===== src/rtl/lif_param_loader_mc_pkg.sv =====
// lif_pkg: shared types and constants for the LIF multi-channel parameter loader.
// Build option: LIF_LOADER_PARITY_EN adds a trailing even-parity bit and a PARITY state.
package lif_pkg;

`ifdef LIF_LOADER_PARITY_EN
  typedef enum logic [2:0] {
    ST_IDLE      = 3'd0,
    ST_HDR       = 3'd1,
    ST_LOAD_W    = 3'd2,
    ST_LOAD_LEAK = 3'd3,
    ST_LOAD_THR  = 3'd4,
    ST_PARITY    = 3'd5
  } lif_state_e;
  localparam int LIF_PARITY_BITS = 1;
`else
  typedef enum logic [2:0] {
    ST_IDLE      = 3'd0,
    ST_HDR       = 3'd1,
    ST_LOAD_W    = 3'd2,
    ST_LOAD_LEAK = 3'd3,
    ST_LOAD_THR  = 3'd4
  } lif_state_e;
  localparam int LIF_PARITY_BITS = 0;
`endif

  // Per-channel power-on parameter values
  localparam int LIF_DEFAULT_W    = 2;
  localparam int LIF_DEFAULT_LEAK = 1;
  localparam int LIF_DEFAULT_THR  = 30;

  // Total serial frame length in bits (broadcast + address + fields + optional parity)
  function automatic int lif_frame_len(input int addr_bits, input int w_bits,
                                       input int leak_bits, input int thr_bits);
    return 1 + addr_bits + w_bits + leak_bits + thr_bits + LIF_PARITY_BITS;
  endfunction

  // Widest of the four frame sections; sizes the shared shift register
  function automatic int lif_max_field(input int a, input int b, input int c, input int d);
    int m;
    m = a;
    if (b > m) m = b;
    if (c > m) m = c;
    if (d > m) m = d;
    return m;
  endfunction

endpackage


===== src/rtl/lif_param_loader_mc_if.sv =====
// Serial configuration port plus the per-channel parameter outputs of the LIF loader.
// master = configuration host, slave = loader.
interface lif_param_loader_mc_if #(
  parameter int NUM_CH    = 4,
  parameter int W_BITS    = 3,
  parameter int LEAK_BITS = 2,
  parameter int THR_BITS  = 8
) ();
  logic                          enable;
  logic                          serial_data_in;
  logic                          load_enable;
  logic [NUM_CH*W_BITS-1:0]      weight;
  logic [NUM_CH*LEAK_BITS-1:0]   leak_config;
  logic [NUM_CH*THR_BITS-1:0]    threshold;
  logic [NUM_CH-1:0]             params_ready;
  logic                          load_done;
  logic                          load_error;
  logic                          busy;

  modport master (
    output enable, serial_data_in, load_enable,
    input  weight, leak_config, threshold, params_ready, load_done, load_error, busy
  );

  modport slave (
    input  enable, serial_data_in, load_enable,
    output weight, leak_config, threshold, params_ready, load_done, load_error, busy
  );
endinterface


===== src/rtl/lif_param_loader_mc_bank.sv =====
// lif_param_bank: live per-channel parameter registers and params_ready flags.
// A write lands on one channel or on all channels (broadcast) and always
// re-asserts every ready flag, as does a restore after a discarded frame.
module lif_param_bank
  import lif_pkg::*;
#(
  parameter int NUM_CH       = 4,
  parameter int ADDR_BITS    = 2,
  parameter int W_BITS       = 3,
  parameter int LEAK_BITS    = 2,
  parameter int THR_BITS     = 8,
  parameter int DEFAULT_W    = LIF_DEFAULT_W,
  parameter int DEFAULT_LEAK = LIF_DEFAULT_LEAK,
  parameter int DEFAULT_THR  = LIF_DEFAULT_THR
) (
  input  logic                        clk,
  input  logic                        reset_n,
  input  logic                        wr_en,
  input  logic                        wr_bcast,
  input  logic [ADDR_BITS-1:0]        wr_addr,
  input  logic [W_BITS-1:0]           wr_w,
  input  logic [LEAK_BITS-1:0]        wr_leak,
  input  logic [THR_BITS-1:0]         wr_thr,
  input  logic                        clr_en,
  input  logic                        clr_bcast,
  input  logic [ADDR_BITS-1:0]        clr_addr,
  input  logic                        rdy_set,
  output logic [NUM_CH*W_BITS-1:0]    weight,
  output logic [NUM_CH*LEAK_BITS-1:0] leak_config,
  output logic [NUM_CH*THR_BITS-1:0]  threshold,
  output logic [NUM_CH-1:0]           params_ready
);
  logic [NUM_CH*W_BITS-1:0]    weight_r;
  logic [NUM_CH*LEAK_BITS-1:0] leak_r;
  logic [NUM_CH*THR_BITS-1:0]  thr_r;
  logic [NUM_CH-1:0]           ready_r;
  logic [NUM_CH-1:0]           wr_sel_s;
  logic [NUM_CH-1:0]           clr_sel_s;

  // Channel select decode for writes and ready-clears (one-hot or all)
  always_comb begin
    wr_sel_s  = '0;
    clr_sel_s = '0;
    for (int c = 0; c < NUM_CH; c++) begin
      wr_sel_s[c]  = wr_bcast  | (wr_addr  == ADDR_BITS'(c));
      clr_sel_s[c] = clr_bcast | (clr_addr == ADDR_BITS'(c));
    end
  end

  // Live parameter registers and ready flags
  always_ff @(posedge clk or negedge reset_n) begin
    if (!reset_n) begin
      for (int c = 0; c < NUM_CH; c++) begin
        weight_r[c*W_BITS +: W_BITS]       <= W_BITS'(DEFAULT_W);
        leak_r[c*LEAK_BITS +: LEAK_BITS]   <= LEAK_BITS'(DEFAULT_LEAK);
        thr_r[c*THR_BITS +: THR_BITS]      <= THR_BITS'(DEFAULT_THR);
      end
      ready_r <= '1;
    end else begin
      for (int c = 0; c < NUM_CH; c++) begin
        if (wr_en && wr_sel_s[c]) begin
          weight_r[c*W_BITS +: W_BITS]     <= wr_w;
          leak_r[c*LEAK_BITS +: LEAK_BITS] <= wr_leak;
          thr_r[c*THR_BITS +: THR_BITS]    <= wr_thr;
        end
      end
      if (wr_en || rdy_set) begin
        ready_r <= '1;
      end else if (clr_en) begin
        ready_r <= ready_r & ~clr_sel_s;
      end else begin
        ready_r <= ready_r;
      end
    end
  end

  assign weight       = weight_r;
  assign leak_config  = leak_r;
  assign threshold    = thr_r;
  assign params_ready = ready_r;

endmodule


===== src/rtl/lif_param_loader_mc.sv =====
// lif_param_loader_mc: serial frame receiver that commits weight/leak/threshold
// atomically to one LIF channel or to all channels (broadcast).
// Build option: LIF_LOADER_PARITY_EN appends an even-parity bit to every frame.
// Commit is registered one cycle after the last frame bit, so busy covers that
// pending cycle and falls together with the parameter update.
module lif_param_loader_mc
  import lif_pkg::*;
#(
  parameter int NUM_CH       = 4,
  parameter int W_BITS       = 3,
  parameter int LEAK_BITS    = 2,
  parameter int THR_BITS     = 8,
  parameter int DEFAULT_W    = LIF_DEFAULT_W,
  parameter int DEFAULT_LEAK = LIF_DEFAULT_LEAK,
  parameter int DEFAULT_THR  = LIF_DEFAULT_THR
) (
  input  logic                 clk,
  input  logic                 reset_n,
  lif_param_loader_mc_if.slave bus
);
  localparam int ADDR_BITS = $clog2(NUM_CH);
  localparam int HDR_BITS  = 1 + ADDR_BITS;
  localparam int SR_W      = lif_max_field(HDR_BITS, W_BITS, LEAK_BITS, THR_BITS);
  localparam int CNT_W     = $clog2(SR_W);
  localparam logic [ADDR_BITS:0] NUM_CH_L = (ADDR_BITS+1)'(NUM_CH);
`ifdef LIF_LOADER_PARITY_EN
  localparam lif_state_e LAST_ST = ST_PARITY;
`else
  localparam lif_state_e LAST_ST = ST_LOAD_THR;
`endif

  lif_state_e             state_r;
  logic [CNT_W-1:0]       cnt_r;
  logic [SR_W-2:0]        sr_r;
  logic                   le_q_r;
  logic                   bcast_r;
  logic [ADDR_BITS-1:0]   addr_r;
  logic                   invalid_r;
  logic [W_BITS-1:0]      sh_w_r;
  logic [LEAK_BITS-1:0]   sh_leak_r;
  logic [THR_BITS-1:0]    sh_thr_r;
  logic                   commit_pend_r;
  logic                   busy_r;
  logic                   load_done_r;
  logic                   load_error_r;
`ifdef LIF_LOADER_PARITY_EN
  logic                   par_r;
`endif

  logic [SR_W-1:0]        nxt_sr_s;
  logic                   rise_s;
  logic                   abort_s;
  logic                   shift_s;
  logic                   field_last_s;
  logic                   hdr_done_s;
  logic                   hdr_invalid_s;
  logic                   frame_last_s;
  logic                   reject_s;
  logic                   wr_en_s;
  logic                   clr_en_s;
  logic                   rdy_restore_s;

  // Frame decode: edge detect, field-end detect, commit/reject and bank controls
  always_comb begin
    nxt_sr_s      = {sr_r, bus.serial_data_in};
    shift_s       = bus.enable & bus.load_enable & (state_r != ST_IDLE);
    rise_s        = bus.enable & bus.load_enable & ~le_q_r & (state_r == ST_IDLE);
    abort_s       = bus.enable & ~bus.load_enable & (state_r != ST_IDLE);
    hdr_invalid_s = ~nxt_sr_s[ADDR_BITS] & ({1'b0, nxt_sr_s[ADDR_BITS-1:0]} >= NUM_CH_L);
    case (state_r)
      ST_HDR:       field_last_s = (cnt_r == CNT_W'(HDR_BITS - 1));
      ST_LOAD_W:    field_last_s = (cnt_r == CNT_W'(W_BITS - 1));
      ST_LOAD_LEAK: field_last_s = (cnt_r == CNT_W'(LEAK_BITS - 1));
      ST_LOAD_THR:  field_last_s = (cnt_r == CNT_W'(THR_BITS - 1));
`ifdef LIF_LOADER_PARITY_EN
      ST_PARITY:    field_last_s = 1'b1;
`endif
      default:      field_last_s = 1'b0;
    endcase
    hdr_done_s   = shift_s & (state_r == ST_HDR) & field_last_s;
    frame_last_s = shift_s & (state_r == LAST_ST) & field_last_s;
`ifdef LIF_LOADER_PARITY_EN
    reject_s     = invalid_r | (par_r ^ bus.serial_data_in);
`else
    reject_s     = invalid_r;
`endif
    wr_en_s       = bus.enable & commit_pend_r;
    clr_en_s      = hdr_done_s & ~hdr_invalid_s;
    rdy_restore_s = abort_s | (frame_last_s & reject_s);
  end

  // Frame FSM with shift register, field counter, shadow fields and status pulses
  always_ff @(posedge clk or negedge reset_n) begin
    if (!reset_n) begin
      state_r       <= ST_IDLE;
      cnt_r         <= '0;
      sr_r          <= '0;
      le_q_r        <= 1'b0;
      bcast_r       <= 1'b0;
      addr_r        <= '0;
      invalid_r     <= 1'b0;
      sh_w_r        <= '0;
      sh_leak_r     <= '0;
      sh_thr_r      <= '0;
      commit_pend_r <= 1'b0;
      busy_r        <= 1'b0;
      load_done_r   <= 1'b0;
      load_error_r  <= 1'b0;
`ifdef LIF_LOADER_PARITY_EN
      par_r         <= 1'b0;
`endif
    end else if (bus.enable) begin
      le_q_r        <= bus.load_enable;
      load_done_r   <= commit_pend_r;
      load_error_r  <= 1'b0;
      commit_pend_r <= 1'b0;
      case (state_r)
        ST_IDLE: begin
          if (rise_s) begin
            state_r   <= ST_HDR;
            cnt_r     <= '0;
            sr_r      <= '0;
            invalid_r <= 1'b0;
            busy_r    <= 1'b1;
`ifdef LIF_LOADER_PARITY_EN
            par_r     <= 1'b0;
`endif
          end else begin
            busy_r    <= 1'b0;
          end
        end
        default: begin
          if (abort_s) begin
            state_r      <= ST_IDLE;
            cnt_r        <= '0;
            busy_r       <= 1'b0;
            load_error_r <= 1'b1;
          end else begin
            sr_r <= nxt_sr_s[SR_W-2:0];
`ifdef LIF_LOADER_PARITY_EN
            par_r <= par_r ^ bus.serial_data_in;
`endif
            if (!field_last_s) begin
              cnt_r <= cnt_r + 1'b1;
            end else begin
              cnt_r <= '0;
              case (state_r)
                ST_HDR: begin
                  bcast_r   <= nxt_sr_s[ADDR_BITS];
                  addr_r    <= nxt_sr_s[ADDR_BITS-1:0];
                  invalid_r <= hdr_invalid_s;
                  state_r   <= ST_LOAD_W;
                end
                ST_LOAD_W: begin
                  sh_w_r  <= nxt_sr_s[W_BITS-1:0];
                  state_r <= ST_LOAD_LEAK;
                end
                ST_LOAD_LEAK: begin
                  sh_leak_r <= nxt_sr_s[LEAK_BITS-1:0];
                  state_r   <= ST_LOAD_THR;
                end
`ifdef LIF_LOADER_PARITY_EN
                ST_LOAD_THR: begin
                  sh_thr_r <= nxt_sr_s[THR_BITS-1:0];
                  state_r  <= ST_PARITY;
                end
                ST_PARITY: begin
                  state_r <= ST_IDLE;
                  if (reject_s) begin
                    busy_r       <= 1'b0;
                    load_error_r <= 1'b1;
                  end else begin
                    commit_pend_r <= 1'b1;
                  end
                end
`else
                ST_LOAD_THR: begin
                  sh_thr_r <= nxt_sr_s[THR_BITS-1:0];
                  state_r  <= ST_IDLE;
                  if (reject_s) begin
                    busy_r       <= 1'b0;
                    load_error_r <= 1'b1;
                  end else begin
                    commit_pend_r <= 1'b1;
                  end
                end
`endif
                default: begin
                  state_r <= ST_IDLE;
                  busy_r  <= 1'b0;
                end
              endcase
            end
          end
        end
      endcase
    end
  end

  lif_param_bank #(
    .NUM_CH       (NUM_CH),
    .ADDR_BITS    (ADDR_BITS),
    .W_BITS       (W_BITS),
    .LEAK_BITS    (LEAK_BITS),
    .THR_BITS     (THR_BITS),
    .DEFAULT_W    (DEFAULT_W),
    .DEFAULT_LEAK (DEFAULT_LEAK),
    .DEFAULT_THR  (DEFAULT_THR)
  ) u_bank (
    .clk          (clk),
    .reset_n      (reset_n),
    .wr_en        (wr_en_s),
    .wr_bcast     (bcast_r),
    .wr_addr      (addr_r),
    .wr_w         (sh_w_r),
    .wr_leak      (sh_leak_r),
    .wr_thr       (sh_thr_r),
    .clr_en       (clr_en_s),
    .clr_bcast    (nxt_sr_s[ADDR_BITS]),
    .clr_addr     (nxt_sr_s[ADDR_BITS-1:0]),
    .rdy_set      (rdy_restore_s),
    .weight       (bus.weight),
    .leak_config  (bus.leak_config),
    .threshold    (bus.threshold),
    .params_ready (bus.params_ready)
  );

  assign bus.busy       = busy_r;
  assign bus.load_done  = load_done_r;
  assign bus.load_error = load_error_r;

endmodule


===== src/flat_wrapper.sv =====
// flat-port wrapper written by rule: the top's interface ports become plain ports
module lif_param_loader_mc_flat import lif_pkg::*;
#(
  parameter int NUM_CH       = 4,
  parameter int W_BITS       = 3,
  parameter int LEAK_BITS    = 2,
  parameter int THR_BITS     = 8,
  parameter int DEFAULT_W    = LIF_DEFAULT_W,
  parameter int DEFAULT_LEAK = LIF_DEFAULT_LEAK,
  parameter int DEFAULT_THR  = LIF_DEFAULT_THR
)
  (clk, reset_n, bus_enable, bus_serial_data_in, bus_load_enable, bus_weight, bus_leak_config, bus_threshold, bus_params_ready, bus_load_done, bus_load_error, bus_busy);
  lif_param_loader_mc_if #(.NUM_CH(NUM_CH), .W_BITS(W_BITS), .LEAK_BITS(LEAK_BITS), .THR_BITS(THR_BITS)) bus_i ();
  input  logic clk;
  input  logic reset_n;
  input wire logic [$bits(bus_i.enable)-1:0] bus_enable;
  input wire logic [$bits(bus_i.serial_data_in)-1:0] bus_serial_data_in;
  input wire logic [$bits(bus_i.load_enable)-1:0] bus_load_enable;
  output wire logic [$bits(bus_i.weight)-1:0] bus_weight;
  output wire logic [$bits(bus_i.leak_config)-1:0] bus_leak_config;
  output wire logic [$bits(bus_i.threshold)-1:0] bus_threshold;
  output wire logic [$bits(bus_i.params_ready)-1:0] bus_params_ready;
  output wire logic [$bits(bus_i.load_done)-1:0] bus_load_done;
  output wire logic [$bits(bus_i.load_error)-1:0] bus_load_error;
  output wire logic [$bits(bus_i.busy)-1:0] bus_busy;
  assign bus_i.enable = bus_enable;
  assign bus_i.serial_data_in = bus_serial_data_in;
  assign bus_i.load_enable = bus_load_enable;
  assign bus_weight = bus_i.weight;
  assign bus_leak_config = bus_i.leak_config;
  assign bus_threshold = bus_i.threshold;
  assign bus_params_ready = bus_i.params_ready;
  assign bus_load_done = bus_i.load_done;
  assign bus_load_error = bus_i.load_error;
  assign bus_busy = bus_i.busy;
  lif_param_loader_mc #(.NUM_CH(NUM_CH), .W_BITS(W_BITS), .LEAK_BITS(LEAK_BITS), .THR_BITS(THR_BITS), .DEFAULT_W(DEFAULT_W), .DEFAULT_LEAK(DEFAULT_LEAK), .DEFAULT_THR(DEFAULT_THR)) u_core (.clk(clk), .reset_n(reset_n), .bus(bus_i));
endmodule

===== config.mk =====
export PLATFORM = sky130hd
export DESIGN_NAME = lif_param_loader_mc_flat
export DESIGN_NICKNAME = d
export VERILOG_FILES = /design/src/rtl/lif_param_loader_mc_pkg.sv /design/src/rtl/lif_param_loader_mc_if.sv /design/src/rtl/lif_param_loader_mc_bank.sv /design/src/rtl/lif_param_loader_mc.sv /design/src/flat_wrapper.sv
export SDC_FILE = /design/constraint.sdc
export NUM_CORES = 1
export LEC_CHECK = 0
export CAP_MARGIN = 30
export CORE_MARGIN = 3
export CORE_UTILIZATION = 25
export DETAILED_ROUTE_END_ITERATION = 10
export GPL_ROUTABILITY_DRIVEN = 0
export GPL_TIMING_DRIVEN = 0
export HOLD_SLACK_MARGIN = 0.15
export SKIP_CTS_REPAIR_TIMING = 1
export SLEW_MARGIN = 20
export SYNTH_ARGS = -nofsm -noshare
export SYNTH_HDL_FRONTEND = slang
export SYNTH_SLANG_ARGS = --single-unit
export TNS_END_PERCENT = 100

===== constraint.sdc =====
create_clock -name clk -period 3.1 [get_ports clk]
set_input_delay 0.31 -clock clk [delete_from_list [all_inputs] [get_ports clk]]
set_output_delay 0.31 -clock clk [all_outputs]
set_load 0.05 [all_outputs]

==> results.ini <==
[cts]
htreeDepth = 3
clk_path_buf_depth = 2
cts.sinks = 90
cts_tree = yes
clk_latency_ns = 0.34
clkTransAtPathRegs_ns = 0.06
cts_buffers = 9
cts_root_buf = clkbuf_16

[drt]
vias = 2387
drtIter0Drc = 105
final_antenna_net_count = 0
drt_wl_total_um = 8370
avgViaCountPerCell = 4.55
drc = 0
dr.pass1.iters = 4
wl_per_cell_um = 15.9

[die]
die_w_um = 127
initial_core_util_pct = 26.0
rows = 43
num_io_pins = 64
dieArea_mm2 = 0.0162
core_mm2 = 0.0141
die_h_um = 127

[logic_synthesis]
synth-simple-area-share_pct = 6.71
synth_area_leader_cell = dfrtp_1
synthArstFlopShare_pct = 100
yosys.area_share.xor_xnor_pct = 0
syn_area_mm2 = 0.00367
synthTopCellsByCount = mux2_2 (68), dfrtp_1 (62), dfstp_2 (28)
yosysSeqAreaShare_pct = 62.3
yosysMostFrequentCell = mux2_2
synth-compound-area-share_pct = 7.60
synth_top_family_by_area = multiplexers
synth_edf_count = 0
syn_inst = 264
postSynthAreaPerCell_um2 = 13.9
synth-adder-area-share_pct = 0.341
muxShareOfSynthArea_pct = 20.8
synth_top_area_share_pct = 42.2
yosysWarnings = 0
synth_ff_type = dfrtp_1
synth_area_leaders = dfrtp_1 (42%), mux2_2 (21%), dfstp_2 (20%)
syn_nets = 270
synth-seq-cells = 90
ys_types = 36

[sta]
rsz0062_at_grt = false
skew_ns = 0.00658
setup_viol = 0
hold_violations = 0
slew_headroom_pct = 43.8
max_freq_mhz = 417
period_share_pct = 77.4
worstMarginPinSlew_ns = 0.842
setup_tns_ns = 0
slew_viol_final = 0
layout_min_cycle_time_ns = 2.40

[worst_hold_path]
hp-class = in -> async

[critical_path]
reg2reg_from = u_core.state_r[0]
reg2reg_to = u_core.addr_r[0]
worstPathArrival_ns = 2.62
max_stage_delay_ns = 0.40
crit_path_max_fanout = 10
r2r_cells = 6
slowest_stage = or3b_4
startpoint_type = flop
end_kind = flop
worstPathCellList = buf_6 > or3b_4 > a2111oi_4 > nor3_2 > nor4_4 > mux2_2
crit_type = reg -> reg
crit_required_ns = 3.32
reg2reg_setup_slack_ns = 0.70

[final_layout]
drive_gt1_share_pct = 34.2
multiInputGateArea_mm2 = 0.00130
n_antenna_cell = 0
fillers = 1406
syn_to_final_growth_pct = 31.7
seq_area_mm2 = 0.00229
final_cells = 525
fin_nets = 346

[placed_design]
dp_cells = 508
hpwl_um = 5860
portBuffers = 63

[global_route]
grt_max_degree = 60
grt_pass1_vias = 2489
gr-total-overflow = 0
grt_usage_pct = 11.0
grt_antenna_before_repair = 0
grt_pass1_wl_um = 13700

[pwr]
vdd_drop_max_uv = 231
power-per-cell-area_mw_per_mm2 = 569
leakagePower_uw = 0.00209

[outcome]
status = completed

[flow_run]
maxCapViolations = 0

==> placed cells by master, fill, tap and decap left out, types with 3 or more instances in the layout <==
cell type        count
mux2_2              68
clkdlybuf4s50_1     62
dfrtp_1             62
dfstp_2             28
o21ai_0             15
nor2_1              14
inv_1               10
clkbuf_1             9
clkbuf_16            9
nand2_1              8
a22o_1               7
a21oi_1              6
nor3_1               4
nand3_1              3
a31oi_1              3
clkinvlp_4           3
==> worst max path at each step <==
stage,cells past startpoint,start,end
after floorplan,6,u_core.state_r[0],u_core.addr_r[0]
after global placement,1,reset_n,u_core.u_bank.threshold[13]
after detailed placement,5,bus_enable,u_core.u_bank.threshold[22]
after CTS,4,u_core.addr_r[1],u_core.u_bank.threshold[22]
after global routing,4,u_core.addr_r[1],u_core.u_bank.threshold[23]
final,6,u_core.state_r[0],u_core.addr_r[0]
==> layer usage <==
layer	routed length, um	GRT usage [%]	vias to the layer above
li1	-	-	1098
met1	3740	13.9	1219
met2	3960	17.1	56
met3	463	3.89	14
met4	210	4.73	0
met5	0	0	-
==> power by group <==
| group | internal (uW) | total, uW | switching, uW |
|---|---|---|---|
| logic | 155 | 422 | 268 |
| clock network | 564 | 1010 | 444 |
| registers | 1250 | 1320 | 69.0 |
| total | 1970 | 2750 | 781 |
==> cell families after synthesis <==
group | after synthesis
flops | 90
buf+inv | 20
compound gates | 41
simple gates | 44
mux | 68
fa+ha+maj | 1
==> sequential cells by signal, summed over array words and instances (netlist names), 3 cells and up <==
name                        cells
u_core.sr_r                     7
u_core.sh_thr_r                 8
u_core.state_r                  3
u_core.cnt_r                    3
u_core.u_bank.threshold        32
u_core.sh_w_r                   3
u_core.u_bank.params_ready      4
u_core.u_bank.leak_config       8
u_core.u_bank.weight           12
==> per-stage QoR <==
step / instance area, um^2 / worst slack, ns / hold WS (ns) / power [uW] / util (%)
2_1_floorplan: 3670 / 0.934 / 0.0144 / 1620 / -
3_3_place_gp: 4530 / -1.46 / 0.485 / 1750 / 32.0
3_5_place_dp: 4550 / 0.513 / 0.281 / 1770 / 32.2
4_1_cts: 4830 / 0.694 / -0.0919 / 2790 / 34.1
5_1_grt: 4840 / 0.623 / 0.493 / 2910 / 34.2
6_report: 4840 / 0.700 / 0.457 / 2750 / 34.2
==> area by class of cell <==
class / instances / area share (%)
repair buffers: 65 / 13.8
well taps: 180 / 4.65
clock buffers: 12 / 5.09
multi-input cells: 154 / 26.9
plain buffers: 10 / 0.931
clock inverters: 4 / 0.569
inverters: 10 / 0.776
flip-flops and latches: 90 / 47.3
==> critical path, delay by kind of cell (launching register included) <==
kind                   cells  cell delay, ns
multiplexers               1            0.40
buffers and inverters      1            0.14
flip-flops                 1            0.37
AO/OA/AOI/OAI              1            0.40
AND/OR/NAND/NOR            3            0.98
Power figures use the tool's default switching activity.
